===== src/rtl/elastic_pipe_reg_pkg.sv =====
// Shared constants for the elastic pipeline register and its per-interface payload widths.
package elastic_pipe_reg_pkg;

  localparam int unsigned DEFAULT_WIDTH = 32;

  // Payload widths for the processor stage boundaries, so each instance takes WIDTH from a name.
  localparam int unsigned IF_ID_WIDTH   = 64;
  localparam int unsigned ID_EX_WIDTH   = 148;
  localparam int unsigned EX_MEM_WIDTH  = 106;
  localparam int unsigned MEM_WB_WIDTH  = 71;

  function automatic int unsigned occ_width(input int unsigned depth);
    return $clog2(depth + 1);
  endfunction

endpackage


===== src/rtl/elastic_pipe_stage.sv =====
// One valid/data slot of the elastic pipeline; data only loads when a valid payload arrives.
module elastic_pipe_stage #(
  parameter int unsigned WIDTH = 32
) (
  input  logic             clk,
  input  logic             rst,
  input  logic             flush,
  input  logic             adv,
  input  logic             prev_valid,
  input  logic [WIDTH-1:0] prev_data,
  output logic             valid,
  output logic [WIDTH-1:0] data
);

  always_ff @(posedge clk or posedge rst) begin
    if (rst) begin
      valid <= 1'b0;
      data  <= '0;
    end else if (flush) begin
      valid <= 1'b0;
    end else if (adv) begin
      valid <= prev_valid;
      if (prev_valid) begin
        data <= prev_data;
      end
    end
  end

endmodule


===== src/rtl/elastic_pipe_reg.sv =====
// DEPTH-stage elastic pipeline register with valid/ready handshake, bubble collapsing and flush.
// Define ELASTIC_PIPE_REG_TRACE_EN to print a simulation line on every transfer in and out.
module elastic_pipe_reg
  import elastic_pipe_reg_pkg::*;
#(
  parameter int unsigned WIDTH = DEFAULT_WIDTH,
  parameter int unsigned DEPTH = 1
) (
  input  logic                       clk,
  input  logic                       rst,
  input  logic                       flush,
  input  logic                       in_valid,
  input  logic [WIDTH-1:0]           in_data,
  output logic                       in_ready,
  output logic                       out_valid,
  output logic [WIDTH-1:0]           out_data,
  input  logic                       out_ready,
  output logic [$clog2(DEPTH+1)-1:0] occupancy
);

  localparam int unsigned OCC_W = occ_width(DEPTH);

  logic [DEPTH-1:0] v;
  logic [DEPTH-1:0] adv;
  logic [DEPTH-1:0] prev_v;
  logic [WIDTH-1:0] d      [DEPTH];
  logic [WIDTH-1:0] prev_d [DEPTH];

  // A stage may advance if it is empty or everything downstream of it advances.
  always_comb begin
    logic carry;
    adv   = '0;
    carry = out_ready;
    for (int k = int'(DEPTH) - 1; k >= 0; k--) begin
      carry  = ~v[k] | carry;
      adv[k] = carry;
    end
  end

  for (genvar k = 0; k < DEPTH; k++) begin : g_stage
    if (k == 0) begin : g_head
      assign prev_v[k] = in_valid;
      assign prev_d[k] = in_data;
    end else begin : g_body
      assign prev_v[k] = v[k-1];
      assign prev_d[k] = d[k-1];
    end

    elastic_pipe_stage #(
      .WIDTH (WIDTH)
    ) u_stage (
      .clk        (clk),
      .rst        (rst),
      .flush      (flush),
      .adv        (adv[k]),
      .prev_valid (prev_v[k]),
      .prev_data  (prev_d[k]),
      .valid      (v[k]),
      .data       (d[k])
    );
  end

  assign in_ready  = adv[0] & ~flush;
  assign out_valid = v[DEPTH-1];
  assign out_data  = d[DEPTH-1];

  always_comb begin
    occupancy = '0;
    for (int unsigned k = 0; k < DEPTH; k++) begin
      occupancy = occupancy + OCC_W'(v[k]);
    end
  end

`ifdef ELASTIC_PIPE_REG_TRACE_EN
  always_ff @(posedge clk) begin
    if (!rst && in_valid && in_ready) begin
      $display("%0t IN %h occupancy=%0d", $time, in_data, occupancy);
    end
    if (!rst && out_valid && out_ready) begin
      $display("%0t OUT %h occupancy=%0d", $time, out_data, occupancy);
    end
  end
`endif

endmodule


===== config.mk =====
export PLATFORM = sky130hd
export DESIGN_NAME = elastic_pipe_reg
export DESIGN_NICKNAME = d
export VERILOG_FILES = /design/src/rtl/elastic_pipe_reg_pkg.sv /design/src/rtl/elastic_pipe_stage.sv /design/src/rtl/elastic_pipe_reg.sv
export SDC_FILE = /design/constraint.sdc
export NUM_CORES = 1
export LEC_CHECK = 0
export CORE_MARGIN = 2
export CORE_UTILIZATION = 45
export CTS_CLUSTER_DIAMETER = 50
export DETAILED_ROUTE_END_ITERATION = 10
export DONT_BUFFER_PORTS = 1
export PLACE_DENSITY = 0.62
export SYNTH_ARGS = -nofsm -noshare
export SYNTH_HDL_FRONTEND = slang
export SYNTH_SLANG_ARGS = --single-unit

===== constraint.sdc =====
create_clock -name clk -period 1.31 [get_ports clk]
set_input_delay 0.0655 -clock clk [delete_from_list [all_inputs] [get_ports clk]]
set_output_delay 0.0655 -clock clk [all_outputs]
set_load 0.02 [all_outputs]

==> flow_summary.ini, run 1 <==
[floorplanning]
dieArea_mm2 = 0.00328
coreArea_mm2 = 0.00273
start_util_pct = 46.6
rows = 19
die_w_um = 57.2
ios = 72
die_h_um = 57.2

[synth]
synth_area_leaders = dfrtp_1, mux2_2, buf_6
ys_ff_latch = 33
synth_warnings = 0
syn_area_mm2 = 0.00127
synth_top_cell_area_share_pct = 64.8
ys_seq_area_share_pct = 64.8
synth_area_per_cell_um2 = 17.0
syn-instance-count = 75
syn_nets = 112
synthDistinctLibCells = 8
yosysTopAreaCell = dfrtp_1

[critical_path]
r2r_start = g_stage[0].u_stage.valid$_DFFE_PP0P_
critical_path_arrival_ns = 1.67
critPathLaunchType = flop
crit_fanout = 8
r2r_slack_ns = -0.16
critical_path.startpoint = g_stage[0].u_stage.valid$_DFFE_PP0P_
cp-endpoint = g_stage[0].u_stage.data[16]$_DFFE_PP0P_
end_kind = flop
reg2regPathDepth = 5
regToRegEndpoint = g_stage[0].u_stage.data[16]$_DFFE_PP0P_
worstSetupPathType = flop to flop
critPathRequiredTime_ns = 1.52

[routing]
postRouteAntennaNets = 0
routed_wl_um = 2620
vias = 792
vias_per_cell = 5.18
drt_iter0_drc = 18
drc = 0
wl_per_cell_um = 17.1
dr.pass1.iters = 2

[sta]
fin_ws_ns = -0.156
hold_violations = 0
finalClockSkew_ns = 0.00731
rsz0062_at_grt = yes
slew_headroom_pct = 73.1
fin_crit_sh_pct = 112
worst_slew_pin_slew_ns = 0.403
fmax_mhz = 682
fin_crit_ns = 1.47
drv_slew = 0
final-setup-viol-count = 32

[global_route]
grt_pass1_wl_um = 4170
track_usage_pct = 17.5
grt_pass1_vias = 890
grt_overflow = 0
grt_max_degree = 34
antenna_found_initial = 0

[cells_and_area]
area_growth_pct = 38.7
finalNetCount = 159
final_cells = 153
diodes = 0
final_common_cell = dlygate4sd3_1
drive_gt1_share_pct = 41.8
design_area_mm2 = 0.00177
fillers = 214
final_cell_mix = dlygate4sd3_1, mux2_2, dfrtp_1, clkbuf_4, buf_4

[pwr]
powerDensity_mw_per_mm2 = 1380
leakagePower_nw = 0.758
vdd_drop_max_mv = 1.11

[clock_network]
cts_tree = done
clockBufferDepth = 2
clock-sinks = 33
root_buffer = clkbuf_4
clock_latency_ns = 0.32
cts_inserted_buffers = 5
clkTransAtPathRegs_ns = 0.09
htree_num_levels = 2

[job]
drv_cap = 0

[hold_path]
hold_path.class = primary input to flop
hold_depth = 4

[place]
dp_hpwl_um = 1430
place_area_mm2 = 0.00131
portBuffers = 0
place_inst = 107
gp_congestion = 0.656

[status]
violations = setup timing
outcome = complete, but fails checks
logic make-up after synthesis:
logic type	share of synthesized area, %
flip-flops	64.8
multiplexers	28.3
AND/OR/NAND/NOR	3.43
buffers and inverters	3.53
cell type report:
cell class / instances / area [um2] / area share (%)
Multi-Input combinational cell: 37 / 407 / 23.0
Inverter: 1 / 3.75 / 0.212
Tap cell: 31 / 38.8 / 2.19
Sequential cell: 33 / 827 / 46.8
Clock buffer: 7 / 55.1 / 3.11
Timing Repair Buffer: 44 / 437 / 24.7
sequential cells by signal, summed over array words and instances (netlist names):
name / count
g_stage.u_stage.data: 32
g_stage.u_stage.valid: 1
routing by layer:
| metal | part of all wire [%] | global-route usage (%) | vias up |
|---|---|---|---|
| li1 | - | - | 352 |
| met1 | 37 | 19.4 | 387 |
| met2 | 52 | 30.0 | 50 |
| met3 | 11 | 8.39 | 3 |
| met4 | 0.38 | 4.98 | 0 |
| met5 | 0 | 0 | - |
synth_stat cells, drive strengths merged:
library cell,number
dfrtp,33
inv,1
buf,4
nor3b,1
nor2b,1
mux2,32
nor2,3
worst max-delay path: stages, from the launching register on:
cell     delay [ns]
dfrtp_2        0.41
nor2b_4        0.14
nor3b_4        0.17
buf_4          0.16
buf_6          0.13
mux2_2         0.34
stage by stage:
stage	utilization, %	hold slack (ns)	setup WS [ns]	TNS [ns]	total power, mW
floorplan	-	0.128	-0.209	-6.39	1.73
finish	64.7	0.0442	-0.156	-4.51	2.44
CTS	64.3	-0.120	-0.146	-4.26	2.45
global route	64.7	0.0449	-0.220	-6.51	2.56
detailed placement	48.0	0.0827	-0.170	-4.63	1.79
global placement	48.0	0.0627	-0.132	-3.83	1.77
report_power, final:
| group | switching (mW) | internal, mW | total, mW |
|---|---|---|---|
| sequential | 0.327 | 1.19 | 1.52 |
| combinational | 0.115 | 0.237 | 0.353 |
| clock | 0.315 | 0.253 | 0.568 |
| total | 0.757 | 1.68 | 2.44 |
how the worst min path moves through the flow:
| stage | startpoint | endpoint | slack (ns) |
|---|---|---|---|
| global placement | rst | g_stage[0].u_stage.data[10]$_DFFE_PP0P_ | 0.06 |
| detailed placement | rst | g_stage[0].u_stage.data[10]$_DFFE_PP0P_ | 0.08 |
| global route | out_ready | g_stage[0].u_stage.valid$_DFFE_PP0P_ | 0.04 |
| finish | out_ready | g_stage[0].u_stage.valid$_DFFE_PP0P_ | 0.04 |
| floorplan | flush | g_stage[0].u_stage.valid$_DFFE_PP0P_ | 0.13 |
| CTS | in_data[3] | g_stage[0].u_stage.data[3]$_DFFE_PP0P_ | -0.12 |
what timing repair did:
action,in CTS,in global routing
pin swaps,1,0
cloned,2,0
setup buffers,2,0
resized for setup,8,0
endpoints found under the setup margin,33,33
hold buffers,34,1
hold endpoints to repair,66,1
Note: power is estimated with default switching activity, not from simulation.
==> inputs of run 2 (changes only) <==
--- a/config.mk
+++ b/config.mk
@@ -12,4 +12,5 @@
 export DONT_BUFFER_PORTS = 1
 export PLACE_DENSITY = 0.62
+export SETUP_SLACK_MARGIN = 0.1
 export SYNTH_ARGS = -nofsm -noshare
 export SYNTH_HDL_FRONTEND = slang
==> constraint.sdc (replaced) <==
create_clock -name clk -period 1.31 [get_ports clk]
set_input_delay 0.0655 -clock clk [delete_from_list [all_inputs] [get_ports clk]]
set_output_delay 0.0655 -clock clk [all_outputs]
set_load 0.005 [all_outputs]
==> run 2 against run 1 <==
  * The flow still finishes with violations (setup timing)
  * Critical path depth shrank 1
  * Global-route usage shrank 1.9 points
  * First-iteration DRC count grew 17%
  * Total power shrank 5.7%
  * Design area is essentially flat
  * Combinational power shrank 1%
  * Sequential share of layout area shrank 0.10 points
  * Count of clock-buffer cells in the layout is the same
  * Critical endpoint is now g_stage[0].u_stage.data[3]$_DFFE_PP0P_
==> flow_summary.ini, run 2 (synthesized netlist as in run 1, its figures left out) <==
[sta]
slew_headroom_pct = 72.7
fmax_mhz = 680
rsz0062_at_grt = yes
fin_ws_ns = -0.160
fin_crit_sh_pct = 112
final-setup-viol-count = 32
finalClockSkew_ns = 0.00558
fin_setup_tns_ns = -4.25
drv_slew = 0
whs_ns = 0.0598
hold_violations = 0
fin_crit_ns = 1.47
worst_slew_pin_slew_ns = 0.409

[status]
outcome = complete, but fails checks
violations = setup timing

[cells_and_area]
diodes = 0
largest_register = g_stage.u_stage.data
finalNetCount = 155
reg_top3 = g_stage.u_stage.data: 32 flops, g_stage.u_stage.valid: 1 flops
final_cell_mix = dlygate4sd3_1, dfrtp_1, mux2_2, mux2_4, clkbuf_4
area_growth_pct = 38.8
largest_reg_flops = 32
final_cells = 150
final_common_cell = dlygate4sd3_1
drive_gt1_share_pct = 40.3
fillers = 213

[global_route]
grt_overflow = 0
grt_pass1_vias = 869
grt_pass1_wl_um = 3740
grt_max_degree = 34
track_usage_pct = 15.6
antenna_found_initial = 0

[routing]
drt_iter0_drc = 21
vias = 760
wl_per_cell_um = 16.5
drc = 0
dr.pass1.iters = 4
routed_wl_um = 2480
postRouteAntennaNets = 0
vias_per_cell = 5.07

[critical_path]
critical_path_arrival_ns = 1.67
end_kind = flop
worstSetupPathType = flop to flop
critPathRequiredTime_ns = 1.52
r2r_start = g_stage[0].u_stage.valid$_DFFE_PP0P_
r2r_slack_ns = -0.16
crit_fanout = 23
critPathTopFamily = flip-flops
regToRegEndpoint = g_stage[0].u_stage.data[3]$_DFFE_PP0P_
cpPeakStageDelay_ns = 0.40
critPathLaunchType = flop
reg2regPathDepth = 4
crit_path_cell_trace = nor2b_4 -> nor3b_4 -> buf_12 -> mux2_2
critPathBufInv = 1
cp_slowest_cell = dfrtp_1

[clock_network]
cts_tree = done
clock_latency_ns = 0.32
clkTransAtPathRegs_ns = 0.10
cts_inserted_buffers = 5
root_buffer = clkbuf_4
htree_num_levels = 2
clock-sinks = 33
clockBufferDepth = 2

[floorplanning]
start_util_pct = 46.6
coreArea_mm2 = 0.00273
ios = 72
dieArea_mm2 = 0.00328
die_h_um = 57.2
die_w_um = 57.2
rows = 19

[place]
place_inst = 107
dp_slack_ns = -0.116
dp_hpwl_um = 1370
portBuffers = 0
gp_congestion = 0.705

[pwr]
vdd_drop_max_mv = 0.976
leakagePower_nw = 0.766
powerDensity_mw_per_mm2 = 1300
power_mw = 2.30

[hold_path]
hold_path.class = primary input to flop
hold_end = g_stage[0].u_stage.valid$_DFFE_PP0P_
hold_depth = 4
hp-start = out_ready

[job]
drv_cap = 0
-- run 2: worst register-to-register path, cell delays in order, from the launching register on --
cell and delay [ns]:
dfrtp_1 0.40, nor2b_4 0.14, nor3b_4 0.23, buf_12 0.21, mux2_2 0.37
-- run 2: metrics by stage --
step           cell area, um2  utilization, %
2_1_floorplan            1270               -
3_3_place_gp             1320            48.4
3_5_place_dp             1320            48.4
4_1_cts                  1730            63.4
5_1_grt                  1770            64.7
6_report                 1770            64.7
-- run 2: final cells by class --
type | count | area (um2) | area share [%]
Inverter | 1 | 3.75 | 0.212
Multi-Input combinational cell | 37 | 430 | 24.3
Sequential cell | 33 | 826 | 46.7
Clock inverter | 1 | 5.00 | 0.283
Tap cell | 31 | 38.8 | 2.19
Timing Repair Buffer | 40 | 400 | 22.6
Clock buffer | 7 | 65.1 | 3.68
-- run 2: worst max-delay path by stage --
stage / start / to / slack, ns / cells after the start
2_1_floorplan: g_stage[0].u_stage.valid$_DFFE_PP0P_ / g_stage[0].u_stage.data[0]$_DFFE_PP0P_ / -0.13 / 4
3_3_place_gp: g_stage[0].u_stage.valid$_DFFE_PP0P_ / g_stage[0].u_stage.data[9]$_DFFE_PP0P_ / -0.08 / 4
3_5_place_dp: g_stage[0].u_stage.valid$_DFFE_PP0P_ / g_stage[0].u_stage.data[3]$_DFFE_PP0P_ / -0.12 / 4
4_1_cts: g_stage[0].u_stage.valid$_DFFE_PP0P_ / g_stage[0].u_stage.data[3]$_DFFE_PP0P_ / -0.14 / 4
5_1_grt: g_stage[0].u_stage.valid$_DFFE_PP0P_ / g_stage[0].u_stage.data[3]$_DFFE_PP0P_ / -0.19 / 4
6_report: g_stage[0].u_stage.valid$_DFFE_PP0P_ / g_stage[0].u_stage.data[3]$_DFFE_PP0P_ / -0.16 / 4
-- run 2: layer usage --
metal	up-vias	track usage (%)	share of wire (%)
li1	347	-	-
met1	364	14.3	35
met2	44	28.7	54
met3	5	6.80	9.5
met4	0	7.97	1.4
met5	-	0	0
-- run 2: report_power, final --
| group | switching [mW] | internal (mW) | total [mW] | leakage [nW] |
|---|---|---|---|---|
| clock | 0.318 | 0.311 | 0.629 | 0.0413 |
| sequential | 0.129 | 1.19 | 1.32 | 0.389 |
| combinational | 0.105 | 0.244 | 0.349 | 0.336 |
-- run 2: what timing repair did --
action	CTS	global route
gates resized for setup	0	7
buffers inserted	0	0
hold buffers	34	1
endpoints found under the hold margin	66	1
setup endpoints to repair	32	33
